### config.mk
export PLATFORM = sky130hd
export DESIGN_NAME = pop_count_window_stats
export DESIGN_NICKNAME = d
export VERILOG_FILES = /design/src/rtl/pop_count_window_stats.sv
export SDC_FILE = /design/constraint.sdc
export NUM_CORES = 1
export LEC_CHECK = 0
export BUFFER_PORTS_ARGS = -buffer_cell sky130_fd_sc_hd__buf_2
export CAP_MARGIN = 20
export CORE_MARGIN = 5
export CORE_UTILIZATION = 32
export CTS_BUF_LIST = sky130_fd_sc_hd__clkbuf_8
export CTS_CLUSTER_DIAMETER = 120
export DETAILED_ROUTE_END_ITERATION = 10
export PLACE_DENSITY_LB_ADDON = 0.08
export SETUP_SLACK_MARGIN = 0.02
export SYNTH_ARGS = -nofsm -noshare
export SYNTH_HDL_FRONTEND = slang
export SYNTH_SLANG_ARGS = --single-unit
### constraint.sdc
create_clock -name clk -period 6.1 [get_ports clk]
set_input_delay 0.61 -clock clk [delete_from_list [all_inputs] [get_ports clk]]
set_output_delay 0.61 -clock clk [all_outputs]
set_load 0.01 [all_outputs]
### src/rtl/pop_count_window_stats.sv
// rtl/pop_count_window_stats.sv - windowed sum/min/max/count statistics over popcount results
//
// Accepts one 6-bit popcount result per in_valid/in_ready transfer and emits one
// record per window of WINDOW words, or earlier when flush closes a non-empty window.
// Optional macro: POP_STATS_MINMAX_EN builds min/max tracking; without it out_min
// and out_max are tied to 0.
//
// Ports:
//   clk, rst_n            clock, asynchronous active-low reset
//   in_valid/in_ready     input handshake, in_cnt carries the popcount value
//   flush                 close the current window early (ignored if empty or in HOLD)
//   out_valid/out_ready   output record handshake, record held until accepted
//   out_sum               saturating sum of the window
//   out_min/out_max       minimum/maximum in_cnt of the window
//   out_words             number of words in the window (1..WINDOW)

module pop_count_window_stats #(
    parameter int  WINDOW = 16,
    parameter int  SUM_W  = 10,
    localparam int CNT_W  = $clog2(WINDOW + 1)
) (
    input  logic             clk,
    input  logic             rst_n,
    input  logic             in_valid,
    output logic             in_ready,
    input  logic [5:0]       in_cnt,
    input  logic             flush,
    output logic             out_valid,
    input  logic             out_ready,
    output logic [SUM_W-1:0] out_sum,
    output logic [5:0]       out_min,
    output logic [5:0]       out_max,
    output logic [CNT_W-1:0] out_words
);

    typedef enum logic {ACCUM, HOLD} state_t;

    localparam logic [SUM_W-1:0] SUM_MAX = {SUM_W{1'b1}};
    localparam logic [CNT_W-1:0] WIN_C   = CNT_W'(WINDOW);

    state_t           state, state_nxt;
    logic [SUM_W-1:0] sum_q;
    logic [CNT_W-1:0] cnt_q;
    logic [SUM_W:0]   sum_ext;
    logic [SUM_W-1:0] sum_add;
    logic [CNT_W-1:0] cnt_add;
    logic             accept;
    logic             close;
    logic             clear;

    assign in_ready  = (state == ACCUM);
    assign out_valid = (state == HOLD);
    assign accept    = in_valid && in_ready;

    // One extra bit catches the carry out, which is the saturation condition.
    assign sum_ext = {1'b0, sum_q} + (SUM_W + 1)'(in_cnt);
    assign sum_add = sum_ext[SUM_W] ? SUM_MAX : sum_ext[SUM_W-1:0];
    assign cnt_add = cnt_q + 1'b1;

    always_ff @(posedge clk or negedge rst_n) begin
        if (!rst_n) begin
            state <= ACCUM;
        end else begin
            state <= state_nxt;
        end
    end

    always_comb begin
        state_nxt = state;
        close     = 1'b0;
        clear     = 1'b0;
        case (state)
            ACCUM: begin
                // A same-cycle accept counts towards a non-empty window for flush.
                if ((accept && (cnt_add == WIN_C)) || (flush && (accept || (cnt_q != '0)))) begin
                    close     = 1'b1;
                    state_nxt = HOLD;
                end
            end
            HOLD: begin
                if (out_ready) begin
                    clear     = 1'b1;
                    state_nxt = ACCUM;
                end
            end
            default: state_nxt = ACCUM;
        endcase
    end

    always_ff @(posedge clk or negedge rst_n) begin
        if (!rst_n) begin
            sum_q     <= '0;
            cnt_q     <= '0;
            out_sum   <= '0;
            out_words <= '0;
        end else begin
            if (clear) begin
                sum_q <= '0;
                cnt_q <= '0;
            end else if (accept) begin
                sum_q <= sum_add;
                cnt_q <= cnt_add;
            end
            if (close) begin
                out_sum   <= accept ? sum_add : sum_q;
                out_words <= accept ? cnt_add : cnt_q;
            end
        end
    end

`ifdef POP_STATS_MINMAX_EN
    logic [5:0] min_q, max_q;
    logic [5:0] min_add, max_add;

    assign min_add = (in_cnt < min_q) ? in_cnt : min_q;
    assign max_add = (in_cnt > max_q) ? in_cnt : max_q;

    always_ff @(posedge clk or negedge rst_n) begin
        if (!rst_n) begin
            min_q   <= 6'd63;
            max_q   <= 6'd0;
            out_min <= 6'd0;
            out_max <= 6'd0;
        end else begin
            if (clear) begin
                min_q <= 6'd63;
                max_q <= 6'd0;
            end else if (accept) begin
                min_q <= min_add;
                max_q <= max_add;
            end
            if (close) begin
                out_min <= accept ? min_add : min_q;
                out_max <= accept ? max_add : max_q;
            end
        end
    end
`else
    assign out_min = 6'd0;
    assign out_max = 6'd0;
`endif

endmodule

==> results by group <==
Outcome
  – Status: finished clean

Detailed routing
  – DRC violation count after routing: 0
  – WL/cell: 13.8 um
  – Iteration-0 DRC Markers: around 130
  – Via density: 4.79
  – Post-route ant nets: 0
  – Via count: 1361
  – DR pass1 iterations: 6
  – Final wirelength: 3920 um

Global route
  – Initial antenna violation count: 0
  – Largest net degree at the start of global routing: 32
  – Vias in the first global route: 1305
  – Total track usage: 0.113
  – Total global routing overflow: 0
  – First-pass GRT wire length: 6510 um

Logic synthesis
  – Register area share after synthesis: 0.428
  – Post-synthesis xor/xnor area fraction: 0.0531
  – Compound-Gate Fraction of Synth Area: 0.154
  – Synthesized cell area: 1810 um2
  – Synthesized instance count: 186
  – Adder-Cell Fraction of Synth Area: 0.0732
  – Mux cell area share after synthesis: 0.0359
  – Fraction of registers with async set or reset after synthesis: 1.00
  – Simple-Gate Fraction of Synth Area: 0.148
  – Post-synth EDFFs: 0
  – Yosys cell types: 40
  – Mean Syn Cell Area: 9.75 um2
  – Post-synth top flop: dfrtp_1
  – Yosys warning count: 0
  – Largest family of logic cells by synthesized area: compound AO/OA/AOI/OAI gates
  – Yosys reg bits: 31

Floorplanning
  – Ports: 40
  – Initial core utilization: 0.329
  – Core ar.: between 5000 and 6000 um2
  – Die ar.: 7270 um2
  – Site Rows: 27
  – Die Y-Extent: 85.3 um
  – Die W: around 85 um

Critical path
  – Largest stage delay on the critical path: 840 ps
  – CP Capture Type: flip-flop
  – Worst r2r src: out_valid$_DFF_PN0_
  – Critical path, cell by cell: nor2b_4, o2111a_1, a32o_1, o21ai_0, o22ai_1
  – Cells on worst reg2reg path: 5
  – Critical path type: reg2reg
  – Crit path capture: out_sum[2]$_DFFE_PN0P_
  – CP required: 6290 ps
  – Crit-path leading delay family: compound AO/OA/AOI/OAI gates
  – WP depth: 5
  – Startpoint Class: flip-flop
  – CP max-delay cell: a32o_1
  – Reg2reg end: out_sum[2]$_DFFE_PN0P_
  – R2r setup slk: 3590 ps
  – Origin of the worst setup path: out_valid$_DFF_PN0_
  – Critical path buffers and inverters: 0
  – Crit Path Max Fanout: 27
  – Worst path arrival time: 2690 ps

Cells and area
  – Diodes inserted: 0
  – Area growth syn-to-layout: 11.7%
  – Share of cells above drive strength 1: 0.184
  – Nets: 232

CTS
  – Clk_lat worst skew: 280 ps
  – Worst-path clk slew: ~70 ps
  – Sink Count: 31
  – Longest Clk Path Bufs: 2
  – TritonCTS buffer count: 5
  – CTS tree: built
  – Root Driver: clkbuf_8
  – Hold-fix buffers, CTS: 0
  – H-tree levels: 2
  – Setup bufs post-CTS: 0
  – CTS-repair resized insts: 0

Power
  – Peak supply drop: 150 uV
  – LEAKAGE: 0.954 nW
  – Total Power: around 0.96 mW
  – Pwr/cell area: between 400 and 500 nW/um2

Timing
  – Crit path time final: roughly 2500 ps
  – Skew final: 7.84 ps
  – Tightest Pin Transition: 1050 ps
  – Final hold violation count: 0
  – Max Clk Rate: between 300 and 400 MHz
  – RSZ-0062 raised after global routing: no
  – Finish-stage setup viols: 0
  – Max-slew headroom: 0.303
  – Post-route setup TNS: 0 ps
  – Final Cycle Share: 0.411
  – Slew Viols, Final: 0
  – Fin Hold WS: 376 ps

Placed design
  – IO Port Bufs: 27
  – GP Congestion: 0.707
  – Post-DP HPWL: 2820 um

Run
  – Max_cap viols: 0

Min path
  – Hold Crit Class: in2async
worst register-to-register path, cell delays in order (launching register included):
cell,delay [ps]
dfrtp_1,510
nor2b_4,400
o2111a_1,290
a32o_1,840
o21ai_0,210
o22ai_1,180
placed cells by master (no fill, tap or decap), types with 2 or more instances in the layout:
master / synthesis / routed
dfrtp_1: 31 / 31
buf_2: 1 / 27
nor2_1: 23 / 23
nand2_1: 13 / 13
a21oi_1: 13 / 13
conb_1: 1 / 12
inv_1: 9 / 9
ha_1: 9 / 9
xnor2_1: 8 / 8
o22ai_1: 7 / 7
clkbuf_8: 0 / 7
a31oi_1: 6 / 6
mux2i_1: 5 / 5
o21ai_0: 5 / 5
nand2b_1: 4 / 4
nor3_1: 4 / 4
xor2_1: 3 / 3
a21o_1: 3 / 3
and2_1: 2 / 2
nand4_1: 2 / 2
a221oi_1: 2 / 2
worst min path at each step:
stage | start | to | slack (ps) | cells after the start
CTS | rst_n | out_sum[5]$_DFFE_PN0P_ | 400 | 1
global route | rst_n | sum_q[0]$_DFF_PN0_ | 430 | 1
floorplan | rst_n | cnt_q[0]$_DFF_PN0_ | 310 | 0
finish | rst_n | out_sum[1]$_DFFE_PN0P_ | 380 | 1
detailed placement | out_sum[6]$_DFFE_PN0P_ | out_sum[6]$_DFFE_PN0P_ | 510 | 2
global placement | out_sum[4]$_DFFE_PN0P_ | out_sum[4]$_DFFE_PN0P_ | 500 | 1
final cells by class:
type / instances / area [um2]
clock buffer: 7 / 96.3
sequential: 31 / 776
inverter: 9 / 33.8
multi-input combinational: 137 / 886
timing repair buffer: 27 / 135
tap: 72 / 90.1
clock inverter: 1 / 7.51
fill: 582 / 3480
cells in the mapped netlist (2+ instances only):
library cell | count | area, um2
dfrtp_1 | 31 | 776
nor2_1 | 23 | 86.3
a21oi_1 | 13 | 65.1
nand2_1 | 13 | 48.8
buf_4 | 12 | 90.1
ha_1 | 9 | 113
inv_1 | 9 | 33.8
xnor2_1 | 8 | 70.1
o22ai_1 | 7 | 43.8
a31oi_1 | 6 | 37.5
buf_6 | 5 | 56.3
mux2i_1 | 5 | 50.1
o21ai_0 | 5 | 25.0
nand2b_1 | 4 | 25.0
nor3_1 | 4 | 20.0
a21o_1 | 3 | 22.5
xor2_1 | 3 | 26.3
a221oi_1 | 2 | 17.5
and2_1 | 2 | 12.5
nand4_1 | 2 | 12.5
report_power, final:
| part | total, mW | internal, mW | switching [mW] |
|---|---|---|---|
| Sequential | 0.355 | 0.287 | 0.0678 |
| Combinational | 0.423 | 0.188 | 0.235 |
| Clock | 0.179 | 0.103 | 0.0766 |
| Total | 0.957 | 0.577 | 0.380 |
routing by layer:
layer / up-vias / share of wire / track usage
li1: 671 / - / -
met1: 642 / 0.47 / 0.141
met2: 40 / 0.45 / 0.178
met3: 8 / 0.066 / 0.0447
met4: 0 / 0.015 / 0.0388
met5: - / 0 / 0
stage by stage:
stage / cell area [um2] / worst slack (ps) / cells / util
after global routing: 2020 / 3370 / 284 / 0.368
after CTS: 2020 / 3540 / 284 / 0.368
final: 2020 / 3590 / 284 / 0.368
after floorplan: 1850 / 3740 / 197 / -
after global placement: 1920 / 3310 / 276 / 0.349
after detailed placement: 1920 / 3310 / 276 / 0.349
cells by family after synthesis:
logic type,Yosys count
adders and majority gates,10
muxes,6
other,1
xor gates and xnor gates,11
AOI/OAI and AO/OA,43
DFF,31
and+or+nand+nor,55
buffers and inverters,29
registers in the layout, summed over array words and instances, names as in the netlist:
signal,cells
sum_q,10
out_sum,10
cnt_q,5
out_valid,1
out_words,5
No activity file was read; power rests on OpenSTA's default activity.
